### src/rtl/pipeline_ctrl.sv
// Stall/flush sequencer for the 5-stage pipeline: merges stall requests, sequences exception flushes.
// Optional stall-cycle performance counter enabled by defining STALL_PERF_EN.
module pipeline_ctrl #(
  parameter logic [31:0] EXC_VECTOR     = 32'hBFC00380,
  parameter int unsigned RECOVER_CYCLES = 1,
  parameter int unsigned CNT_W          = 32
) (
  input  logic             clk,
  input  logic             rst,
  input  logic             if_stall_req,
  input  logic             id_stall_req,
  input  logic             ex_stall_req,
  input  logic             mem_stall_req,
  input  logic             bus_busy,
  input  logic [31:0]      exception_type,
  input  logic [31:0]      cp0_epc,
  output logic [5:0]       stall,
  output logic             flush,
  output logic [31:0]      new_pc,
  output logic [CNT_W-1:0] stall_cycles
);

  localparam int unsigned REC_W  = 4;
  localparam logic [31:0] ERET   = 32'h0000000E;
  localparam logic [5:0]  ALL_ST = 6'b111111;

  typedef enum logic [1:0] {
    RUN     = 2'd0,
    DRAIN   = 2'd1,
    RECOVER = 2'd2
  } state_t;

  state_t           state, state_n;
  logic [31:0]      cap_tgt, cap_tgt_n;
  logic [REC_W-1:0] rec_cnt, rec_cnt_n;
  logic             flush_q;
  logic [5:0]       merged;
  logic [31:0]      tgt;
  logic             exc;

  // Priority stall merge: the deepest requesting stage wins
  always_comb begin
    merged = 6'b000000;
    if (mem_stall_req)     merged = 6'b011111;
    else if (ex_stall_req) merged = 6'b001111;
    else if (id_stall_req) merged = 6'b000111;
    else if (if_stall_req) merged = 6'b000011;
  end

  assign tgt = (exception_type == ERET) ? cp0_epc : EXC_VECTOR;
  assign exc = (exception_type != 32'd0);

  // Next-state and same-cycle outputs
  always_comb begin
    stall     = 6'b000000;
    flush     = 1'b0;
    new_pc    = 32'd0;
    state_n   = state;
    cap_tgt_n = cap_tgt;
    rec_cnt_n = rec_cnt;
    if (!rst) begin
      case (state)
        RUN: begin
          stall = merged;
          if (exc) begin
            // A busy bus, or a flush in the previous cycle, parks the exception in DRAIN
            if (bus_busy || flush_q) begin
              stall     = ALL_ST;
              cap_tgt_n = tgt;
              state_n   = DRAIN;
            end else begin
              stall  = 6'b000000;
              flush  = 1'b1;
              new_pc = tgt;
              if (RECOVER_CYCLES == 0) begin
                state_n = RUN;
              end else begin
                state_n   = RECOVER;
                rec_cnt_n = REC_W'(RECOVER_CYCLES);
              end
            end
          end
        end
        DRAIN: begin
          if (bus_busy) begin
            stall = ALL_ST;
          end else begin
            flush  = 1'b1;
            new_pc = cap_tgt;
            if (RECOVER_CYCLES == 0) begin
              state_n = RUN;
            end else begin
              state_n   = RECOVER;
              rec_cnt_n = REC_W'(RECOVER_CYCLES);
            end
          end
        end
        RECOVER: begin
          stall = merged;
          if (rec_cnt <= REC_W'(1)) begin
            state_n   = RUN;
            rec_cnt_n = '0;
          end else begin
            rec_cnt_n = rec_cnt - REC_W'(1);
          end
        end
        default: begin
          state_n   = RUN;
          rec_cnt_n = '0;
        end
      endcase
    end
  end

  always_ff @(posedge clk or posedge rst) begin
    if (rst) begin
      state   <= RUN;
      cap_tgt <= 32'd0;
      rec_cnt <= '0;
      flush_q <= 1'b0;
    end else begin
      state   <= state_n;
      cap_tgt <= cap_tgt_n;
      rec_cnt <= rec_cnt_n;
      flush_q <= flush;
    end
  end

`ifdef STALL_PERF_EN
  logic [CNT_W-1:0] cnt;

  // Saturating count of cycles with any stall bit set
  always_ff @(posedge clk or posedge rst) begin
    if (rst) begin
      cnt <= '0;
    end else if ((stall != 6'b000000) && (cnt != {CNT_W{1'b1}})) begin
      cnt <= cnt + CNT_W'(1);
    end
  end

  assign stall_cycles = cnt;
`else
  assign stall_cycles = '0;
`endif

endmodule
### config.mk
export PLATFORM = sky130hd
export DESIGN_NAME = pipeline_ctrl
export DESIGN_NICKNAME = d
export VERILOG_FILES = /design/src/rtl/pipeline_ctrl.sv
export SDC_FILE = /design/constraint.sdc
export NUM_CORES = 1
export LEC_CHECK = 0
export CORE_ASPECT_RATIO = 1.5
export CORE_MARGIN = 2
export CORE_UTILIZATION = 35
export CTS_CLUSTER_DIAMETER = 200
export DETAILED_ROUTE_END_ITERATION = 7
export HOLD_SLACK_MARGIN = 0.08
export PLACE_DENSITY = 0.75
export SKIP_LAST_GASP = 1
export SLEW_MARGIN = 10
export SYNTH_ARGS = -nofsm -noshare
export SYNTH_HDL_FRONTEND = slang
export SYNTH_SLANG_ARGS = --single-unit
### constraint.sdc
create_clock -name clk -period 6.9 [get_ports clk]
set_input_delay 1.035 -clock clk [delete_from_list [all_inputs] [get_ports clk]]
set_output_delay 1.035 -clock clk [all_outputs]
set_load 0.03 [all_outputs]
==> results <==
- The clock transition time at the flip-flop clock pins of the worst setup and hold paths is about 0.07 ns.
- Setup repair after global routing left no endpoint under its margin.
- For the worst setup path, the data required time is about 5.9 ns.
- The number of global-route vias before repair is around 2600.
- For this run, asynchronously set or reset flops after synthesis account for 1.00.
- The area share of the largest cell type after synthesis is 0.372.
- The synthesized netlist occupies a cell area of between 2000 and 3000 µm².
- The insertion delay of the later-clocked pin in the worst-skew pair is 0.29 ns.
- The sequential element share of the synthesized area is 0.372.
- The critical path is of the in2out type.
- The commonest cells after synthesis are sky130_fd_sc_hd__o21ai_0, sky130_fd_sc_hd__dfrtp_1, sky130_fd_sc_hd__nor2_1.
- The category of cells accounting for the largest share of critical-path delay is simple AND/OR/NAND/NOR gates.
- The cell at the root of the clock tree is sky130_fd_sc_hd__clkbuf_8.
- The net count of the finished layout is 501.
- The die extent in y is around 110 µm.
- The category of the worst setup path launch point is a primary input.
- The initial DRC count is 180.
- The detailed-placement wirelength estimate is between 5000 and 6000 µm.
- sky130_fd_sc_hd__dfrtp_1 takes more of the synthesized area than any other cell.
- The worst setup path is captured at a primary output.
- In this run the worst hold path is classified as reg2reg.
- The critical path buffer and inverter count is 2.
- The initial antenna violation count came to 0.
- The total track usage is 0.190.
- The setup fix buffers added after clock tree synthesis is 0.
- The deepest clock path buffer count is 2.
- The horizontal die dimension is between 70 and 80 µm.
- Buffers inserted during clock tree synthesis total 5.
- In the final timing run, aggregate negative setup slack is 0 ns.
- Sorting the synthesized cells by area gives the leading types as sky130_fd_sc_hd__dfrtp_1, sky130_fd_sc_hd__o21ai_0, sky130_fd_sc_hd__buf_4, sky130_fd_sc_hd__a32oi_1, sky130_fd_sc_hd__nor2_1.
- The weighted congestion reported at the end of routability-driven placement is roughly 0.85.
- The most used flip-flop cell after synthesis is sky130_fd_sc_hd__dfrtp_1.
- On the worst path, the slowest cell contributes a delay of 0.70 ns.
- The final antenna diode count is 0.
- Relative to the synthesized area, the layout overhead comes to 42.4%.
- The total area inside the core boundary comes to about 7200 µm².
- In the finished design, the share of the clock period the worst path needs comes to 0.706.
- For the final database, setup skew stands at around 0.0022 ns.
- OpenSTA, run right after detailed placement, puts the worst setup slack at approximately 1.7 ns.
- The number of nets with antenna violations after detailed routing is 0.
- The actual slew at the worst max-slew pin is approximately 1.1 ns.
- Synthesis inferred 39 register bits.
- The critical path's most frequent cell is sky130_fd_sc_hd__clkdlybuf4s50_1.
- The number of vias after detailed routing is ~2800.
- A synthesized cell averages roughly 7.8 µm².
- The count of max-cap constraint violations is 0.
- The average wire length per cell after detail routing is ~14 µm.
- Walking the worst path, the cells encountered are clkdlybuf4s50_1, nor4_1, nand4_1, or3_1, a211o_1, o21ai_1, clkdlybuf4s50_1.
- Of the cells placed in the final design, the portion with a size suffix greater than 1 is 0.0466.
- The maximum clock frequency is roughly 0.21 GHz.
- The Yosys step of the flow raised 0 warnings.
- In this run the tightest slew margin relative to its limit is 0.248.
- The cell count after synthesis is around 340.
- In this run the number of H-tree levels came out at 2.
- After detailed placement, the total cell area comes to about 3600 µm².
- The final global-route overflow total is 0.
- The floorplan step defined a die boundary enclosing a little over 8000 µm².
- The data arrival at the endpoint of the critical path is 3.83 ns.
- Setup violations remaining at the end of the flow were counted as 0.
- In the post-route analysis, the smallest setup slack over all paths is slightly above 2 ns.
- The final critical delay including setup and external delays is 4.87 ns.
- The master of the slowest instance on the critical path is sky130_fd_sc_hd__clkdlybuf4s50_1.
- Counting flops with a built-in enable in the synthesized netlist gives 0.
- The count of buffers added on input and output ports is 109.
- The number of iterations in the first detailed-routing pass is 4.
- Synthesis instantiated 38 different standard cells from the library.
- The final instance area is around 3700 µm².
- The maximum number of pins on one net before global-route repair is 40.
- The final layout contains routed wiring with a total length of 7550 µm.
- The number of hold violations in the final report is 0.
- Across the VDD grid, the largest voltage drop is 0.136 mV.
- The max-slew violation total from the final report was 0.
- The number of cell rows is 38.
- The static leakage is between 1 and 1.5 nW.
- TritonCTS built the clock tree.
- Dividing total power by cell area gives a power density of approximately 240 nW/µm².
- The number of vias per cell is roughly 5.2.
- After detailed routing, the number of remaining DRC violations is 0.
- In this run the count of I/O pins placed on the die edge is roughly 140.
- The initial cell density of the core is 0.363.
- The first global-routing pass estimated 12200 µm of wire.
- In the post-synthesis netlist, the cell with the most instances is sky130_fd_sc_hd__o21ai_0.
- The number of instances resized during post-cts repair is 0.
- The total power after layout is 901 µW.
- The number of buffers added to fix hold violations after cts is 0.
- CTS saw 39 sinks.
- The maximum fanout along the worst path is 9.
- The flow ran to the end, and the final reports show no timing, DRC or antenna violations.
-- worst reg2reg max path: stages (launching register included) --
cell and delay [ns]:
sky130_fd_sc_hd__dfrtp_1 0.44, sky130_fd_sc_hd__o21ai_2 0.88, sky130_fd_sc_hd__nand2b_1 0.94, sky130_fd_sc_hd__o21ai_0 0.25
-- layer usage --
| metal | global-route usage | vias to the layer above | wire length (µm) |
|---|---|---|---|
| li1 | - | 1322 | - |
| met1 | 0.226 | 1321 | 2940 |
| met2 | 0.329 | 115 | 3970 |
| met5 | 0 | - | 0 |
| met4 | 0.0753 | 0 | 135 |
| met3 | 0.0391 | 10 | 502 |
-- area by class of cell --
| type | count | area, µm² |
|---|---|---|
| sequential | 39 | 976 |
| tap | 100 | 125 |
| fill | 709 | 3490 |
| inverter | 6 | 22.5 |
| clock inverter | 1 | 5.00 |
| multi-input combinational | 262 | 1400 |
| clock buffer | 7 | 76.3 |
| timing repair buffer | 114 | 1130 |
-- stage by stage --
stage	std cells	utilization	hold WS, ns
global route	529	0.516	0.538
finish	529	0.516	0.511
detailed placement	521	0.505	0.497
global placement	521	0.505	0.488
floorplan	367	-	0.474
CTS	529	0.516	0.513
-- worst paths after layout --
kind                               startpoint          end  slack [ns]  cells after the start
setup reg to reg                      flush_q  cap_tgt[24]        4.21                      3
min in group asynchronous                 rst     state[1]        1.44                      3
hold / removal                     cap_tgt[0]   cap_tgt[0]        0.51                      2
max in group asynchronous                 rst   cap_tgt[4]        5.13                      3
setup / recovery           exception_type[13]     stall[0]        2.03                      7
hold reg to reg                    cap_tgt[0]   cap_tgt[0]        0.51                      2
-- sequential cells by signal, summed over array words and instances, names as in the netlist --
signal / flops
rec_cnt: 4
cap_tgt: 32
state: 2
flush_q: 1
-- power breakdown --
part | internal [mW] | switching, mW
registers | 0.281 | 0.0472
clock network | 0.0710 | 0.0780
logic | 0.166 | 0.257
-- cell usage in the layout, fill, tap and decap left out, types with 2 or more instances in the layout --
| master | instances |
|---|---|
| sky130_fd_sc_hd__o211ai_1 | 3 |
| sky130_fd_sc_hd__a211o_1 | 2 |
| sky130_fd_sc_hd__buf_4 | 5 |
| sky130_fd_sc_hd__a21oi_1 | 6 |
| sky130_fd_sc_hd__nand2_1 | 35 |
| sky130_fd_sc_hd__nand4_1 | 2 |
| sky130_fd_sc_hd__conb_1 | 32 |
| sky130_fd_sc_hd__clkbuf_1 | 2 |
| sky130_fd_sc_hd__ha_1 | 2 |
| sky130_fd_sc_hd__dfrtp_1 | 39 |
| sky130_fd_sc_hd__inv_1 | 5 |
| sky130_fd_sc_hd__clkdlybuf4s50_1 | 109 |
| sky130_fd_sc_hd__nor3_1 | 5 |
| sky130_fd_sc_hd__nor4_1 | 7 |
| sky130_fd_sc_hd__o21ai_0 | 75 |
| sky130_fd_sc_hd__o21ai_1 | 7 |
| sky130_fd_sc_hd__nand3_1 | 2 |
| sky130_fd_sc_hd__nor2_1 | 39 |
| sky130_fd_sc_hd__nor3_2 | 2 |
| sky130_fd_sc_hd__or3_1 | 3 |
| sky130_fd_sc_hd__mux2i_1 | 2 |
| sky130_fd_sc_hd__a32oi_1 | 20 |
| sky130_fd_sc_hd__and4_1 | 2 |
| sky130_fd_sc_hd__clkbuf_8 | 5 |
-- kinds of logic (layout without fill, tap and decap cells) --
kind of cell,Yosys count,after routing,synth area share
adders and majority gates,2,2,0.00955
AOI/OAI and AO/OA,120,120,0.275
DFF,39,39,0.372
and+or+nand+nor,106,106,0.187
buffers and inverters,66,128,0.147
other,1,32,0.00143
muxes,2,2,0.00764
Note: power is estimated with default switching activity, not from simulation.
